===== config.mk =====
export PLATFORM = sky130hd
export DESIGN_NAME = uart_line_responder_flat
export DESIGN_NICKNAME = d
export VERILOG_FILES = /design/src/rtl/uart_line_responder_if.sv /design/src/rtl/uart_line_responder.sv /design/src/flat_wrapper.sv
export SDC_FILE = /design/constraint.sdc
export NUM_CORES = 1
export LEC_CHECK = 0
export ABC_CLOCK_PERIOD_IN_PS = 11700
export CAP_MARGIN = 20
export CORE_MARGIN = 2
export CORE_UTILIZATION = 40
export CTS_BUF_LIST = sky130_fd_sc_hd__clkbuf_8
export CTS_CLUSTER_DIAMETER = 150
export CTS_CLUSTER_SIZE = 16
export DETAILED_ROUTE_END_ITERATION = 8
export PLACE_DENSITY = 0.56
export SLEW_MARGIN = 10
export SYNTH_ARGS = -nofsm -noshare
export SYNTH_HDL_FRONTEND = slang
export SYNTH_SLANG_ARGS = --single-unit
export TNS_END_PERCENT = 20

===== constraint.sdc =====
create_clock -name clk -period 11.7 [get_ports clk]
set_input_delay 1.755 -clock clk [delete_from_list [all_inputs] [get_ports clk]]
set_output_delay 1.755 -clock clk [all_outputs]
set_load 0.01 [all_outputs]

===== src/rtl/uart_line_responder_if.sv =====
// rtl/uart_line_responder_if.sv - byte, echo and line-consumer signals of the console responder
interface uart_line_responder_if #(
  parameter int MAX_LEN = 16,
  parameter int LEN_W   = $clog2(MAX_LEN + 1)
);
  logic [7:0]       rx_data;
  logic             rx_valid;
  logic             rx_ready;
  logic [7:0]       tx_data;
  logic             tx_valid;
  logic             tx_ready;
  logic             line_valid;
  logic [LEN_W-1:0] line_len;
  logic [7:0]       line_sum;
  logic             line_ovf;
  logic [LEN_W-1:0] line_rd_idx;
  logic [7:0]       line_rd_data;
  logic             line_ack;

  modport master (
    output rx_data, rx_valid, tx_ready, line_rd_idx, line_ack,
    input  rx_ready, tx_data, tx_valid, line_valid, line_len, line_sum, line_ovf, line_rd_data
  );

  modport slave (
    input  rx_data, rx_valid, tx_ready, line_rd_idx, line_ack,
    output rx_ready, tx_data, tx_valid, line_valid, line_len, line_sum, line_ovf, line_rd_data
  );
endinterface


===== src/rtl/uart_line_responder.sv =====
// rtl/uart_line_responder.sv - prompt, echo and single-line buffer for the uart console
module uart_line_responder #(
  parameter int MAX_LEN = 16,
  parameter int LEN_W   = $clog2(MAX_LEN + 1)
) (
  input  logic                 clk,
  input  logic                 rst,
  uart_line_responder_if.slave bus
);

  localparam int IDX_W = (MAX_LEN > 1) ? $clog2(MAX_LEN) : 1;
  localparam logic [7:0] CR = 8'h0d;
  localparam logic [7:0] BS = 8'h08;

  typedef enum logic [1:0] {PROMPT, WAIT_RX, ECHO, DONE} state_t;

  state_t           state, state_d;
  logic [2:0]       pidx;
  logic [LEN_W-1:0] len;
  logic [LEN_W-1:0] len_m1;
  logic [7:0]       sum;
  logic             ovf;
  logic [7:0]       mem [MAX_LEN];
  logic [7:0]       eq0, eq1, eq2;
  logic [1:0]       ecnt, eidx;
  logic             echo_cr;
  logic             tx_fire, rx_fire, full, store;
  logic [7:0]       prompt_byte, echo_byte, last_byte;

  assign tx_fire   = bus.tx_valid && bus.tx_ready;
  assign rx_fire   = bus.rx_valid && bus.rx_ready;
  assign full      = (len == LEN_W'(MAX_LEN));
  assign len_m1    = len - LEN_W'(1);
  assign last_byte = mem[len_m1[IDX_W-1:0]];
  assign store     = rx_fire && (bus.rx_data != CR) && (bus.rx_data != BS) && !full;

  always_comb begin
    case (pidx)
      3'd0:    prompt_byte = 8'h31;
      3'd1:    prompt_byte = 8'h35;
      3'd2:    prompt_byte = 8'h31;
      3'd3:    prompt_byte = 8'h3e;
      default: prompt_byte = 8'h20;
    endcase
  end

  always_comb begin
    case (eidx)
      2'd0:    echo_byte = eq0;
      2'd1:    echo_byte = eq1;
      default: echo_byte = eq2;
    endcase
  end

  // tx is driven purely from state so the first prompt byte is visible during reset
  assign bus.tx_valid     = (state == PROMPT) || (state == ECHO);
  assign bus.tx_data      = (state == ECHO) ? echo_byte : prompt_byte;
  assign bus.rx_ready     = (state == WAIT_RX);
  assign bus.line_valid   = (state == DONE);
  assign bus.line_len     = len;
  assign bus.line_sum     = sum;
  assign bus.line_ovf     = ovf;
  assign bus.line_rd_data = (bus.line_rd_idx < len) ? mem[bus.line_rd_idx[IDX_W-1:0]] : 8'h00;

  always_ff @(posedge clk or posedge rst) begin
    if (rst) state <= PROMPT;
    else     state <= state_d;
  end

  always_comb begin
    state_d = state;
    case (state)
      PROMPT:  if (tx_fire && pidx == 3'd4) state_d = WAIT_RX;
      WAIT_RX: begin
        if (rx_fire) begin
          if (bus.rx_data != BS || len != '0) state_d = ECHO;
        end
      end
      ECHO: begin
        if (tx_fire && eidx == ecnt - 2'd1) state_d = echo_cr ? DONE : WAIT_RX;
      end
      DONE:    if (bus.line_ack) state_d = PROMPT;
      default: state_d = PROMPT;
    endcase
  end

  always_ff @(posedge clk or posedge rst) begin
    if (rst) begin
      pidx    <= '0;
      len     <= '0;
      sum     <= '0;
      ovf     <= 1'b0;
      eq0     <= '0;
      eq1     <= '0;
      eq2     <= '0;
      ecnt    <= '0;
      eidx    <= '0;
      echo_cr <= 1'b0;
    end else begin
      case (state)
        PROMPT: if (tx_fire) pidx <= (pidx == 3'd4) ? 3'd0 : pidx + 3'd1;
        WAIT_RX: begin
          if (rx_fire) begin
            eidx    <= '0;
            echo_cr <= 1'b0;
            if (bus.rx_data == CR) begin
              eq0     <= 8'h0d;
              eq1     <= 8'h0a;
              ecnt    <= 2'd2;
              echo_cr <= 1'b1;
            end else if (bus.rx_data == BS) begin
              if (len != '0) begin
                len  <= len_m1;
                sum  <= sum - last_byte;
                eq0  <= 8'h08;
                eq1  <= 8'h20;
                eq2  <= 8'h08;
                ecnt <= 2'd3;
              end
            end else if (!full) begin
              len  <= len + LEN_W'(1);
              sum  <= sum + bus.rx_data;
              eq0  <= bus.rx_data;
              ecnt <= 2'd1;
            end else begin
              ovf  <= 1'b1;
              eq0  <= 8'h07;
              ecnt <= 2'd1;
            end
          end
        end
        ECHO: if (tx_fire) eidx <= eidx + 2'd1;
        DONE: begin
          if (bus.line_ack) begin
            len <= '0;
            sum <= '0;
            ovf <= 1'b0;
          end
        end
        default: ;
      endcase
    end
  end

  // buffer contents survive across lines; reads beyond len are masked instead
  always_ff @(posedge clk) begin
    if (state == WAIT_RX && store) mem[len[IDX_W-1:0]] <= bus.rx_data;
  end

endmodule

===== src/flat_wrapper.sv =====
// flat-port wrapper written by rule: the top's interface ports become plain ports
module uart_line_responder_flat 
#(
  parameter int MAX_LEN = 16,
  parameter int LEN_W   = $clog2(MAX_LEN + 1)
)
  (clk, rst, bus_rx_data, bus_rx_valid, bus_tx_ready, bus_line_rd_idx, bus_line_ack, bus_rx_ready, bus_tx_data, bus_tx_valid, bus_line_valid, bus_line_len, bus_line_sum, bus_line_ovf, bus_line_rd_data);
  uart_line_responder_if #(.MAX_LEN(MAX_LEN), .LEN_W(LEN_W)) bus_i ();
  input  logic clk;
  input  logic rst;
  input wire logic [$bits(bus_i.rx_data)-1:0] bus_rx_data;
  input wire logic [$bits(bus_i.rx_valid)-1:0] bus_rx_valid;
  input wire logic [$bits(bus_i.tx_ready)-1:0] bus_tx_ready;
  input wire logic [$bits(bus_i.line_rd_idx)-1:0] bus_line_rd_idx;
  input wire logic [$bits(bus_i.line_ack)-1:0] bus_line_ack;
  output wire logic [$bits(bus_i.rx_ready)-1:0] bus_rx_ready;
  output wire logic [$bits(bus_i.tx_data)-1:0] bus_tx_data;
  output wire logic [$bits(bus_i.tx_valid)-1:0] bus_tx_valid;
  output wire logic [$bits(bus_i.line_valid)-1:0] bus_line_valid;
  output wire logic [$bits(bus_i.line_len)-1:0] bus_line_len;
  output wire logic [$bits(bus_i.line_sum)-1:0] bus_line_sum;
  output wire logic [$bits(bus_i.line_ovf)-1:0] bus_line_ovf;
  output wire logic [$bits(bus_i.line_rd_data)-1:0] bus_line_rd_data;
  assign bus_i.rx_data = bus_rx_data;
  assign bus_i.rx_valid = bus_rx_valid;
  assign bus_i.tx_ready = bus_tx_ready;
  assign bus_i.line_rd_idx = bus_line_rd_idx;
  assign bus_i.line_ack = bus_line_ack;
  assign bus_rx_ready = bus_i.rx_ready;
  assign bus_tx_data = bus_i.tx_data;
  assign bus_tx_valid = bus_i.tx_valid;
  assign bus_line_valid = bus_i.line_valid;
  assign bus_line_len = bus_i.line_len;
  assign bus_line_sum = bus_i.line_sum;
  assign bus_line_ovf = bus_i.line_ovf;
  assign bus_line_rd_data = bus_i.line_rd_data;
  uart_line_responder #(.MAX_LEN(MAX_LEN), .LEN_W(LEN_W)) u_core (.clk(clk), .rst(rst), .bus(bus_i));
endmodule

==> impl_metrics.csv <==
group,metric,value,unit
outcome,status,"finished clean",
die,io_pins,51,
clocking,cts_setup_buffers,0,
clocking,numCtsBuffers,17,
synth,ys_seq_area_share,55.48,%
global_routing,grt_pass1_vias,5370,
timing,min_period_over_period,54.11,%
routing,dr.pass1.iters,5,
layout,fill_cells,1876,
critical_path,critPathArrivalTime,4580,ps
synth,synth_fp_nets,600,
synth,synth_seq_cells,163,
synth,syn_area,0.008507,sq mm
clocking,clkTransAtPathRegs,90,ps
die,coreArea,0.02096,sq mm
synth,synthCells,552,
critical_path,regToRegStartpoint,"u_core.bus.line_len[0]",
synth,yosysWarnings,0,
critical_path,slowest_stage,"clkdlybuf4s50_1",
clocking,cts_tree,"yes",
critical_path,slowest_delay,950,ps
timing,worstMarginPinSlew,997.0,ps
layout,antenna_cells,0,
placed_design,numPortBuffers,50,
synth,netlist.area_leader.share,45.18,%
critical_path,crit_fanout,9,
critical_path,end_kind,"primary output",
timing,tns,0,ps
clocking,insertion_delay,470,ps
critical_path,crit_path_start_kind,"input pin",
timing,max_freq,158.0,MHz
timing,min_period,6331,ps
timing,finalSetupViolations,0,
power,ir_worst_vdd,0.08887,mV
synth,synth_area_leader_cell,"edfxtp_1",
routing,routed_wirelength,21030,um
layout,layout.nets,657,
timing,rsz0062_at_grt,"no",
clocking,cts_resized,0,
placed_design,hpwl,13780,um
synth,avgSynthCellArea,15.41,sq um
worst_hold_path,hold_class,"reg -> reg",
routing,ant_nets,0,
synth,synthArstFlopShare,21.47,%
critical_path,worstSetupPathType,"in -> out",
timing,hold_viol_final,0,
synth,synth_edf_count,128,
critical_path,required,9950,ps
timing,max_slew_margin,33.53,%
layout,drive_gt1_share,21.22,%
timing,skew,11.50,ps
die,die-area,0.02245,sq mm
global_routing,grt_pass1_wl,31550,um
synth,synth_common_cells,"edfxtp_1, mux4_2, nand2_1",
global_routing,gr-total-overflow,0,
die,die_height,149.8,um
die,rows,53,
clocking,cts_num_sinks,163,
routing,drcViolationCount,0,
power,power_density,207.9,mW/mm^2
clocking,clk_path_buf_depth,2,
global_routing,grt_max_degree,42,
job,maxCapViolCount,0,
timing,maxSlewViolCount,0,
critical_path,path_cells,"clkdlybuf4s50_1 -> ha_1 -> nor2b_1 -> o21ai_0 -> nand2b_1 -> nor2b_1 -> clkdlybuf4s50_1",
global_routing,track_usage,19.58,%
layout,area_growth,14.08,%
placed_design,place_congestion,0.7947,
critical_path,r2r_setup_slack,6480,ps
routing,num_vias,5262,
synth,synth_ff_type,"edfxtp_1",
routing,vias_per_cell,5.866,
global_routing,antenna_found_initial,0,
layout,layoutNonFillerInstCount,897,
die,die_x,149.8,um
critical_path,ff2ff_path_depth,17,
synth,synth_cell_types,52,
clocking,h-tree-depth,4,
routing,drtIter0Drc,381,
critical_path,r2r-end,"u_core.bus.line_sum[6]",
placed_design,dp.cells,865,
synth,yosysMostFrequentCell,"edfxtp_1",
clocking,root_buffer,"clkbuf_8",
critical_path,setup.worst_path.start,"bus_line_rd_idx[3]",
synth,ys_top_cells_by_area,"edfxtp_1, mux4_2, dfrtp_1, ha_1, mux4_1",
critical_path,setup.worst_path.end,"bus_line_rd_data[2]",
die,start_util,40.60,%
clocking,ctsHoldBuffers,0,
routing,post_drt_wl_per_cell,23.45,um
power,p_leak,0.003404,uW
-- routing by layer --
metal | global-route usage (%) | routed length, um
met3 | 4.177 | 1299
met1 | 26.75 | 9034
met5 | 0 | 0
met2 | 31.00 | 10060
met4 | 7.311 | 637
-- layout by cell type, fill, tap and decap left out, drive strengths merged, types with 2 or more instances in the layout --
cell type	n
a21o	3
o21bai	2
nand3b	3
a22o	5
nand2b	6
o41ai	2
edfxtp	128
nor2	13
nor2b	15
clkinv	7
ha	29
buf	18
nand4	3
nor3	12
a21oi	15
mux4	80
o21ai	25
xnor2	5
and3	7
xor2	6
inv	26
dfrtp	35
clkdlybuf4s50	48
clkbuf	17
o21a	3
a31oi	5
or3	3
and2	12
nand3	10
o31ai	7
a21boi	4
clkinvlp	3
nand2	45
or2	4
mux2	2
-- worst min-delay path by stage --
stage	from	slack, ps	end	cells after the start
finish	u_core.eq2[3]	480	u_core.eq2[3]	1
detailed placement	u_core.eq0[1]	460	u_core.eq0[1]	2
global placement	u_core.eq1[3]	460	u_core.eq1[3]	2
floorplan	u_core.eq2[3]	430	u_core.eq2[3]	1
global route	u_core.eq1[5]	520	u_core.eq1[5]	2
CTS	u_core.eq2[3]	490	u_core.eq2[3]	1
-- per-stage QoR --
stage                     hold slack, ps  area [sq um]  power [uW]  utilization [%]  setup WS (ps)
after floorplan                    434.6          8507        1337                -           6440
after global placement             455.3          9324        1632            44.49           5353
after detailed placement           457.1          9324        1644            44.49           5389
after CTS                          486.0          9704        2035            46.31           5357
after global routing               522.3          9704        2138            46.31           5223
final                              482.8          9704        2017            46.31           5369
-- area by class of cell --
class	count	area [sq um]	area share, %
Multi-Input combinational cell	340	3570	36.78
Timing Repair Buffer	66	610.6	6.292
Clock buffer	17	234.0	2.411
Inverter	21	78.83	0.8123
Sequential cell	163	4721	48.65
Tap cell	275	344.1	3.546
Clock inverter	15	146.4	1.509
-- worst max-delay path, delay by kind of cell --
family	cells	cell delay, ps
buffers and inverters	2	1520
AND/OR/NAND/NOR	3	800
adder cells (fa/ha/maj)	1	360
AO/OA/AOI/OAI	1	140
-- kinds of logic (layout without fill, tap and decap cells) --
kind of cell	count (synthesis)	after routing	share of synthesized area, %
and+or+nand+nor	135	135	8.148
xor gates and xnor gates	11	11	1.221
adders and majority gates	30	30	4.501
muxes	83	83	21.92
DFF	163	163	55.48
buffers and inverters	49	119	2.559
AOI/OAI and AO/OA	81	81	6.177
-- flip-flops by register name, summed over array words and instances, names as in the netlist, 3 cells and up --
register and cells:
u_core.mem 128, u_core.bus.line_sum 8, u_core.eq0 8, u_core.pidx 3, u_core.bus.line_len 5
-- report_power, final --
part / internal [uW] / switching (uW)
logic: 436 / 457
clock network: 156 / 235
registers: 684 / 49.1
total: 1280 / 741
Note: power is estimated with default switching activity, not from simulation.
